### src/rtl/arb_pkg.sv
// rtl/arb_pkg.sv - shared types, sizes and round-robin search for the arb_rr4 arbiter
package arb_pkg;

    localparam int NREQ  = 4;
    localparam int IDX_W = 2;

    typedef enum logic {
        IDLE = 1'b0,
        BUSY = 1'b1
    } state_t;

    // First requester at or after ptr, wrapping; returns ptr when nobody requests.
    function automatic logic [IDX_W-1:0] next_rr(
        input logic [NREQ-1:0]  req,
        input logic [IDX_W-1:0] ptr
    );
        logic [IDX_W-1:0] win;
        logic [IDX_W-1:0] pos;
        logic             found;
        win   = ptr;
        found = 1'b0;
        for (int k = 0; k < NREQ; k++) begin
            pos = ptr + IDX_W'(k);
            if (!found && req[pos]) begin
                win   = pos;
                found = 1'b1;
            end
        end
        return win;
    endfunction

endpackage

### src/rtl/arb_rr4_if.sv
// rtl/arb_rr4_if.sv - request/grant bundle between requesters and the arbiter
interface arb_rr4_if;
    import arb_pkg::*;

    logic [NREQ-1:0]  req;
    logic [NREQ-1:0]  gnt;
    logic [IDX_W-1:0] gnt_idx;
    logic             gnt_vld;

    modport master (output req, input gnt, input gnt_idx, input gnt_vld);
    modport slave  (input req, output gnt, output gnt_idx, output gnt_vld);

endinterface

### src/rtl/dec2to4_onehot.sv
// rtl/dec2to4_onehot.sv - 2-to-4 one-hot decoder with enable
module dec2to4_onehot
    import arb_pkg::*;
(
    input  logic             en,
    input  logic [IDX_W-1:0] idx,
    output logic [NREQ-1:0]  onehot
);

    always_comb begin
        onehot = '0;
        if (en) begin
            onehot[idx] = 1'b1;
        end
    end

endmodule

### src/rtl/arb_rr4.sv
// rtl/arb_rr4.sv - four-requester round-robin arbiter with a bounded hold time
module arb_rr4
    import arb_pkg::*;
#(
    parameter int MAX_HOLD = 8
) (
    input  logic     clk,
    input  logic     rst,
    arb_rr4_if.slave bus
);

    localparam logic [7:0] CNT_MAX = 8'(MAX_HOLD - 1);

    state_t           state;
    state_t           state_n;
    logic [IDX_W-1:0] idx;
    logic [IDX_W-1:0] idx_n;
    logic [IDX_W-1:0] ptr;
    logic [IDX_W-1:0] ptr_n;
    logic [IDX_W-1:0] win;
    logic [7:0]       cnt;
    logic [7:0]       cnt_n;
    logic [NREQ-1:0]  others;
    logic             regrant;

    always_comb begin
        win     = next_rr(bus.req, ptr);
        others  = bus.req & ~(NREQ'(1) << idx);
        regrant = 1'b0;
        state_n = state;
        idx_n   = idx;
        ptr_n   = ptr;
        cnt_n   = cnt;
        case (state)
            IDLE: regrant = |bus.req;
            BUSY: begin
                if (!bus.req[idx]) begin
                    if (|others) begin
                        regrant = 1'b1;
                    end else begin
                        state_n = IDLE;
                    end
                end else if (cnt == CNT_MAX) begin
                    // Saturated: a sole requester keeps the grant until a competitor shows up.
                    regrant = |others;
                end else begin
                    cnt_n = cnt + 8'd1;
                end
            end
            default: state_n = IDLE;
        endcase
        // In BUSY ptr is idx+1, so the current grantee is searched last and cannot re-win.
        if (regrant) begin
            state_n = BUSY;
            idx_n   = win;
            ptr_n   = win + IDX_W'(1);
            cnt_n   = '0;
        end
    end

    always_ff @(posedge clk or posedge rst) begin
        if (rst) begin
            state <= IDLE;
            idx   <= '0;
            ptr   <= '0;
            cnt   <= '0;
        end else begin
            state <= state_n;
            idx   <= idx_n;
            ptr   <= ptr_n;
            cnt   <= cnt_n;
        end
    end

    assign bus.gnt_vld = (state == BUSY);
    assign bus.gnt_idx = idx;

    dec2to4_onehot u_dec (
        .en     (state == BUSY),
        .idx    (idx),
        .onehot (bus.gnt)
    );

endmodule

### src/flat_wrapper.sv
// flat-port wrapper written by rule: the top's interface ports become plain ports
module arb_rr4_flat import arb_pkg::*;
#(
    parameter int MAX_HOLD = 8
)
  (clk, rst, bus_req, bus_gnt, bus_gnt_idx, bus_gnt_vld);
  arb_rr4_if bus_i ();
  input  logic clk;
  input  logic rst;
  input wire logic [$bits(bus_i.req)-1:0] bus_req;
  output wire logic [$bits(bus_i.gnt)-1:0] bus_gnt;
  output wire logic [$bits(bus_i.gnt_idx)-1:0] bus_gnt_idx;
  output wire logic [$bits(bus_i.gnt_vld)-1:0] bus_gnt_vld;
  assign bus_i.req = bus_req;
  assign bus_gnt = bus_i.gnt;
  assign bus_gnt_idx = bus_i.gnt_idx;
  assign bus_gnt_vld = bus_i.gnt_vld;
  arb_rr4 #(.MAX_HOLD(MAX_HOLD)) u_core (.clk(clk), .rst(rst), .bus(bus_i));
endmodule
### config.mk
export PLATFORM = sky130hd
export DESIGN_NAME = arb_rr4_flat
export DESIGN_NICKNAME = d
export VERILOG_FILES = /design/src/rtl/arb_pkg.sv /design/src/rtl/arb_rr4_if.sv /design/src/rtl/dec2to4_onehot.sv /design/src/rtl/arb_rr4.sv /design/src/flat_wrapper.sv
export SDC_FILE = /design/constraint.sdc
export NUM_CORES = 1
export LEC_CHECK = 0
export ABC_AREA = 1
export CORE_MARGIN = 2
export CORE_UTILIZATION = 50
export DETAILED_ROUTE_END_ITERATION = 6
export PLACE_DENSITY = 0.75
export SETUP_SLACK_MARGIN = 0.5
export SLEW_MARGIN = 15
export SYNTH_ARGS = -nofsm -noshare
export SYNTH_HDL_FRONTEND = slang
export SYNTH_SLANG_ARGS = --single-unit
### constraint.sdc
create_clock -name clk -period 2 [get_ports clk]
set_clock_uncertainty 0.2 [all_clocks]
set_input_delay 0.3 -clock clk [delete_from_list [all_inputs] [get_ports clk]]
set_output_delay 0.3 -clock clk [all_outputs]
set_load 0.05 [all_outputs]
# Yosys cells after proc, flatten, opt, wreduce, memory -nomap -nowiden
# Cells that the tools add are included.
dict set report totals {
  ff_bits 13
  latchBits 0
  ram_bits 0
  input_bits 6
  mem_bits_ro 0
  n_memories 0
}
dict set report op_classes {
  magnitude_cmp 6
  n_bitwise 3
  shifts 1
  div 0
  eq_ne 2
  reduce_logical 12
  mux 30
  mul 0
  add_sub_neg 5
}
# op count
set op_table {}
lappend op_table {{two-way mux 8 bit} 4}
lappend op_table {{less-than comparator 2 x 3 -> 1 bit, second input constant} 5}
lappend op_table {{two-way mux 1 bit} 15}
lappend op_table {{binary-select mux 1 bit (select 2 bit)} 5}
lappend op_table {{adder 8 x 1 -> 8 bit, second input constant} 1}
lappend op_table {{equality test 8 x 3 -> 1 bit, second input constant} 1}
lappend op_table {{OR reduction 4 bit} 2}
lappend op_table {{two-way mux 2 bit} 3}
lappend op_table {{adder 2 x 1 -> 2 bit, second input constant} 2}
lappend op_table {{adder 2 bit, second input constant} 2}
lappend op_table {{AND 4 bit} 1}
lappend op_table {{logical AND 1 bit} 4}
lappend op_table {{two-way mux 4 bit} 1}
lappend op_table {{inverter 4 bit} 1}
lappend op_table {{nonzero test 2 bit} 2}
lappend op_table {{<< shifter 1 x 2 -> 4 bit, first input constant} 1}
lappend op_table {{logical NOT 1 bit} 3}
lappend op_table {{AND reduction 3 bit} 1}
lappend op_table {{demux 1 bit (select 2 bit)} 1}
lappend op_table {{greater-or-equal comparator 2 x 1 -> 1 bit, second input constant} 1}
lappend op_table {{inequality test 2 x 1 -> 1 bit, second input constant} 1}
lappend op_table {{one-hot mux 1 bit (2 select lines)} 1}
lappend op_table {{inverter 1 bit} 1}

# Depth between registers and ports, before layout
dict set report logic_depth {
  depth_word 13
  depth_mapped 14
  ltp_nobuf 13
}

# Hierarchy
# From an unflattened synthesis, not the netlist that was laid out.
dict set report hier_totals {
  hier_cells 162
  hier_area_um2 1106.1
}
# module cells_per_inst seq_area_each_um2 n_inst area_each_um2
set modules_own_cells {}
lappend modules_own_cells {arb_rr4 154 325.3 1 1076.0}
lappend modules_own_cells {dec2to4_onehot 8 0.0 1 30.0}

# Worst setup path after synthesis
# No wires, ideal clock.
dict set report synth_timing {
  kind {register to output}
  startpoint {register u_core.state, in the netlist u_core.bus.gnt_vld}
  endpoint {output bus_gnt[0]}
  slack_ns -0.555
  n_path_buf 0
  arrival_time_ns 2.055
  required_time_ns 1.500
  stages_incl_launch_ff 3
  path_cell_list {dfrtp_1 > inv_1 > nor3_1}
}
dict set report synth_between {
  elab_chain_len 1
}
# item line
set synth_lines {}
lappend synth_lines {{start: declaration} arb_rr4.sv:14} ;# state_t state;
lappend synth_lines {{start signal: assignment} arb_rr4.sv:68} ;# state <= state_n;
lappend synth_lines {{two-way mux 4 bit} dec2to4_onehot.sv:12} ;# if (en) begin
lappend synth_lines {{end: declaration} flat_wrapper.sv:11} ;# output wire logic [$bits(bus_i.gnt)-1:0] bus_gnt;
# Every way passes these cells.

# Worst setup path in the final report
dict set report layout_timing {
  startpoint {register u_core.cnt[3]}
  endpoint {register u_core.cnt[3]}
}
dict set report layout_between {
  elab_chain_len 6
}
# item line
set layout_lines {}
lappend layout_lines {{start: declaration} arb_rr4.sv:21} ;# logic [7:0] cnt;
lappend layout_lines {{start signal: assignment} arb_rr4.sv:71} ;# cnt <= cnt_n;
lappend layout_lines {{parallel branches: the longest is 6 deep, another holds adder 8 x 1 -> 8 bit} --}
# Several ways; the timed one is not identified. The select of a mux whose other input is x is not followed.
# A chain may end at the register's enable or synchronous reset.

==> results_tabular.tex <==
\begin{tabular}{lr}
\hline
Metric & Value \\
\hline
\multicolumn{2}{l}{\textbf{Timing}} \\
\quad Setup violators final & 0 \\
\quad Number of hold-slack violations in the final timing report & 0 \\
\quad Min Hold Slack & around 0.11 ns \\
\quad Number of max-slew violations in the final report & 0 \\
\quad Measured slew at the worst slew-check pin & between 0.5 and 0.6 ns \\
\quad Highest achievable clock rate & 520 MHz \\
\quad Unrepaired setup endpoints after global routing & yes \\
\quad Slew margin rel. & about 66\% \\
\quad Share of the clock period used by the worst path & a little under 100\% \\
\quad Clock period minus worst slack & approximately 1.9 ns \\
\multicolumn{2}{l}{\textbf{Logic synthesis}} \\
\quad Share of synthesized cell area in full adder, half adder and majority cells & around 1.1\% \\
\quad Post-Synthesis Cell Area & around 0.0011 sq mm \\
\quad Xor-xnor portion of the synthesized cell area & under 10\% \\
\quad Post-synthesis simple-gate area fraction & 50.3\% \\
\quad Synthesized flop and latch total & 13 \\
\quad Average size of a mapped cell & around 6.6 sq um \\
\quad Number of distinct library cells after synthesis & 26 \\
\quad Share of the yosys chip area belonging to registers & around 28\% \\
\quad Compound-gate portion of the synthesized area & 9.91\% \\
\quad Dominant combinational cell family by area after synthesis & simple AND/OR/NAND/NOR gates \\
\quad Mux cell area share after synthesis & 0\% \\
\quad Number of instances in the synthesized netlist & about 180 \\
\quad Syn Nets & 182 \\
\quad Synth Warn \# & 0 \\
\multicolumn{2}{l}{\textbf{Die}} \\
\quad Initial cell density of the core & 52.4\% \\
\quad Top-Level Pins & 13 \\
\quad Height of the die & 51.9 um \\
\quad Die X-Extent & 51.9 um \\
\quad Total die area & about 0.0027 sq mm \\
\quad Standard-cell row count & 17 \\
\quad Core footprint & around 0.0022 sq mm \\
\multicolumn{2}{l}{\textbf{Critical path}} \\
\quad Capture point of the worst reg-to-reg path & u\_core.cnt[3]\$\_DFFE\_PP0P\_ \\
\quad Startpoint types & flop \\
\quad Cell-by-cell trace of the critical path & inv\_1 > nand2\_1 > nor2\_4 > nand2\_2 > nand3\_4 > nand2\_4 > a21oi\_4 > buf\_6 > nor2\_1 > nand2\_1 > o21ai\_1 \\
\quad Cell seen most often among critical-path stages & sky130\_fd\_sc\_hd\_\_nand2\_1 \\
\quad Critical Path Source & u\_core.cnt[3]\$\_DFFE\_PP0P\_ \\
\quad End point of the critical path & u\_core.cnt[3]\$\_DFFE\_PP0P\_ \\
\quad Crit path max-delay cell type & sky130\_fd\_sc\_hd\_\_dfrtp\_1 \\
\quad Worst setup path category & flop to flop \\
\quad Worst r2r path cells & 11 \\
\quad Register-to-Register Setup Slack & about 0.076 ns \\
\quad Largest driver fanout on the critical path & 7 \\
\quad Req. time, crit path & slightly below 2 ns \\
\quad Slowest Stage Delay on Critical Path & 0.43 ns \\
\quad Endpoint kind of the worst setup timing path & flop \\
\quad Critical register-to-register path startpoint & u\_core.cnt[3]\$\_DFFE\_PP0P\_ \\
\quad Arrival time at the worst endpoint & roughly 1.9 ns \\
\multicolumn{2}{l}{\textbf{Global route}} \\
\quad Via count of the first global-routing pass & 1193 \\
\quad Maximum number of pins on one net before global-route repair & 14 \\
\quad Wire length of the first global-routing pass & slightly above 5000 um \\
\quad Overflow left after global routing & 0 \\
\quad Total GRT Usage & roughly a quarter \\
\quad Number of antenna violations at the first check in global routing & 0 \\
\multicolumn{2}{l}{\textbf{Pwr}} \\
\quad Combinational cell fraction of total power & 80.7\% \\
\quad Share of power burned in registers & 14.1\% \\
\quad Switching Fraction & between 50\% and 60\% \\
\quad Internal power & $\sim$1.6 mW \\
\quad Part of the power in the clock network & about 5.2\% \\
\quad Peak supply drop & between 1000 and 1500 uV \\
\quad Switching power summed over all nets & about 1.8 mW \\
\quad Lkg Pwr & between 0.8 and 0.9 nW \\
\quad Power density of the placed cells & $\sim$1900 mW/mm\^{}2 \\
\multicolumn{2}{l}{\textbf{Final layout}} \\
\quad Fill cell count & between 100 and 150 \\
\quad Number of antenna diodes & 0 \\
\quad Post-layout nets & 225 \\
\quad Multi-input logic area & 937 sq um \\
\quad Final instance count without filler cells & between 200 and 250 \\
\quad Area Overhead vs Synth & 59.0\% \\
\quad Proportion of layout cells with a drive suffix above 1 & between 40 and 50\% \\
\quad Register Area & around 340 sq um \\
\multicolumn{2}{l}{\textbf{Clock network}} \\
\quad Clock tree from TritonCTS & done \\
\quad H-tree depth & 1 \\
\quad TritonCTS sink count & 13 \\
\quad Clock network latency to the later pin of the worst-skew pair & around 0.3 ns \\
\quad Maximum buffer depth of the clock tree & 2 \\
\quad Cell chosen for the clock root & sky130\_fd\_sc\_hd\_\_clkbuf\_4 \\
\quad Num CTS Buffers & 3 \\
\quad Clock slew at the register clock pins of the worst setup and hold paths & approximately 0.09 ns \\
\multicolumn{2}{l}{\textbf{Place}} \\
\quad Placed Instances & between 200 and 250 \\
\quad Estimated wirelength of the detail-placed design & slightly above 2000 um \\
\quad PortBufs & 12 \\
\quad Gp weighted congestion & between 0.8 and 0.9 \\
\multicolumn{2}{l}{\textbf{Hold path}} \\
\quad Worst min path class & input port to asynchronous set/reset pin \\
\multicolumn{2}{l}{\textbf{Detailed routing}} \\
\quad DR vias & between 1000 and 1500 \\
\quad Via-per-instance ratio & $\sim$5.4 \\
\quad Initial DRC Count & 27 \\
\quad Wirelength, routed & around 3600 um \\
\quad First-pass iteration count of the detailed router & 4 \\
\quad Routed length per placed instance & 14.6 um \\
\quad Post-DRT Antenna Nets & 0 \\
\quad Number of remaining DRC errors & 0 \\
\multicolumn{2}{l}{\textbf{Outcome}} \\
\quad Status & complete, no violations \\
\multicolumn{2}{l}{\textbf{Flow run}} \\
\quad Number of maximum-capacitance constraint violations & 0 \\
\hline
\end{tabular}
[critical path, delay by kind of cell, from the launching register on]
family | cells | cell delay [ns]
AOI/OAI and AO/OA | 2 | 0.32
and+or+nand+nor | 7 | 0.60
DFF | 1 | 0.43
buffers and inverters | 2 | 0.27
[worst min-delay path by stage]
| stage | startpoint | cells after the start | to |
|---|---|---|---|
| 2_1_floorplan | rst | 1 | u_core.cnt[0]$_DFFE_PP0P_ |
| 3_3_place_gp | u_core.cnt[7]$_DFFE_PP0P_ | 2 | u_core.cnt[7]$_DFFE_PP0P_ |
| 3_5_place_dp | u_core.cnt[7]$_DFFE_PP0P_ | 2 | u_core.cnt[7]$_DFFE_PP0P_ |
| 4_1_cts | rst | 2 | u_core.ptr[0]$_DFFE_PP0N_ |
| 5_1_grt | rst | 2 | u_core.cnt[7]$_DFFE_PP0P_ |
| 6_report | rst | 2 | u_core.cnt[5]$_DFFE_PP0P_ |
[layout make-up]
cell class | instances | share of cell area (%)
clock buffers | 4 | 1.44
flip-flops and latches | 13 | 18.4
well taps | 28 | 1.92
inverters | 16 | 4.04
repair buffers | 41 | 22.9
multi-input cells | 143 | 51.3
[per-stage QoR]
stage	setup TNS (ns)	util (%)	power (mW)	setup WS [ns]	instance area, sq um
detailed placement	-1.11	65.2	2.41	-0.199	1430
global placement	-0.724	65.2	2.36	-0.159	1430
CTS	0	73.7	2.89	0.128	1620
global route	-0.0641	83.4	3.64	-0.0443	1830
floorplan	0	-	1.92	0.136	1200
finish	0	83.4	3.43	0.0761	1830
[cell families (layout without fill, tap and decap cells)]
kind of cell             Yosys count  in the layout
AND/OR/NAND/NOR                  123            124
flip-flops                        13             13
adder cells (fa/ha/maj)            1              1
buffers and inverters             20             61
XOR/XNOR                           2              2
AO/OA/AOI/OAI                     16             16
[cells in the final DEF, fill, tap and decap left out, types with 2 or more instances in the layout]
master / Yosys / layout
sky130_fd_sc_hd__nand2_1: 71 / 56
sky130_fd_sc_hd__buf_4: 1 / 21
sky130_fd_sc_hd__nand2_2: 4 / 15
sky130_fd_sc_hd__nand3_1: 17 / 10
sky130_fd_sc_hd__nor2_1: 16 / 9
sky130_fd_sc_hd__dfrtp_1: 13 / 9
sky130_fd_sc_hd__inv_1: 14 / 8
sky130_fd_sc_hd__buf_6: 3 / 8
sky130_fd_sc_hd__nand2_4: 3 / 7
sky130_fd_sc_hd__nand3_2: 1 / 7
sky130_fd_sc_hd__nor2_4: 2 / 6
sky130_fd_sc_hd__a21oi_2: 1 / 5
sky130_fd_sc_hd__inv_2: 2 / 4
sky130_fd_sc_hd__buf_12: 0 / 4
sky130_fd_sc_hd__nand3_4: 2 / 3
sky130_fd_sc_hd__nand4_1: 3 / 3
sky130_fd_sc_hd__o21ai_1: 2 / 3
sky130_fd_sc_hd__nor2_2: 0 / 3
sky130_fd_sc_hd__clkbuf_4: 0 / 3
sky130_fd_sc_hd__dlygate4sd2_1: 0 / 3
sky130_fd_sc_hd__buf_8: 0 / 3
sky130_fd_sc_hd__nor3_1: 3 / 2
sky130_fd_sc_hd__inv_4: 0 / 2
sky130_fd_sc_hd__o21ai_0: 3 / 2
sky130_fd_sc_hd__xor2_1: 2 / 2
sky130_fd_sc_hd__clkdlybuf4s50_1: 0 / 2
sky130_fd_sc_hd__dfrtp_4: 0 / 2
sky130_fd_sc_hd__dfrtp_2: 0 / 2
[sequential cells by signal, summed over array words and instances, names as in the netlist]
| signal | cells |
|---|---|
| u_core.bus.gnt_idx | 2 |
| u_core.ptr | 2 |
| u_core.cnt | 8 |
| u_core.bus.gnt_vld | 1 |
[power by group through the flow]
stage / sequential, mW / combinational (mW) / clock (mW)
after floorplan: 0.529 / 1.39 / 0
after global placement: 0.462 / 1.89 / 0
after detailed placement: 0.466 / 1.94 / 0
after CTS: 0.449 / 2.27 / 0.170
after global routing: 0.493 / 2.96 / 0.188
final: 0.485 / 2.77 / 0.179
[synthesized netlist by cell type]
cell	n	area share, %
sky130_fd_sc_hd__or2_2	1	0.55
sky130_fd_sc_hd__nand3_1	17	7.4
sky130_fd_sc_hd__nand4_1	3	1.6
sky130_fd_sc_hd__inv_2	2	0.65
sky130_fd_sc_hd__o31ai_1	2	1.3
sky130_fd_sc_hd__nand2_2	4	2.2
sky130_fd_sc_hd__buf_4	1	0.65
sky130_fd_sc_hd__nand2_4	3	2.9
sky130_fd_sc_hd__nand3_2	1	0.87
sky130_fd_sc_hd__o21ai_1	2	0.87
sky130_fd_sc_hd__dfrtp_1	13	28
sky130_fd_sc_hd__nand3_4	2	3.0
sky130_fd_sc_hd__inv_1	14	4.6
sky130_fd_sc_hd__nor3_1	3	1.3
sky130_fd_sc_hd__nor2_1	16	5.2
sky130_fd_sc_hd__buf_6	3	2.9
sky130_fd_sc_hd__o21a_1	1	0.65
sky130_fd_sc_hd__a21oi_1	5	2.2
sky130_fd_sc_hd__a21oi_4	1	1.4
sky130_fd_sc_hd__a21oi_2	1	0.76
sky130_fd_sc_hd__o21ai_4	1	1.4
sky130_fd_sc_hd__xor2_1	2	1.5
sky130_fd_sc_hd__ha_1	1	1.1
sky130_fd_sc_hd__o21ai_0	3	1.3
sky130_fd_sc_hd__nand2_1	71	23
sky130_fd_sc_hd__nor2_4	2	2.0
[timing repair]
| item | in CTS | in global routing |
|---|---|---|
| gates cloned | 0 | 1 |
| setup endpoints to repair | 18 | 19 |
| hold buffers | 0 | 0 |
| pin swaps | 8 | 19 |
| buffers inserted | 12 | 6 |
| gates resized for setup | 22 | 44 |
[per-layer routing]
layer	GRT usage, %	vias up	routed length [um]
met5	0	-	0
met4	11.0	0	59
met3	6.90	9	164
met2	45.1	41	1850
met1	30.7	626	1500
li1	-	645	-
Note: power is estimated with default switching activity, not from simulation.
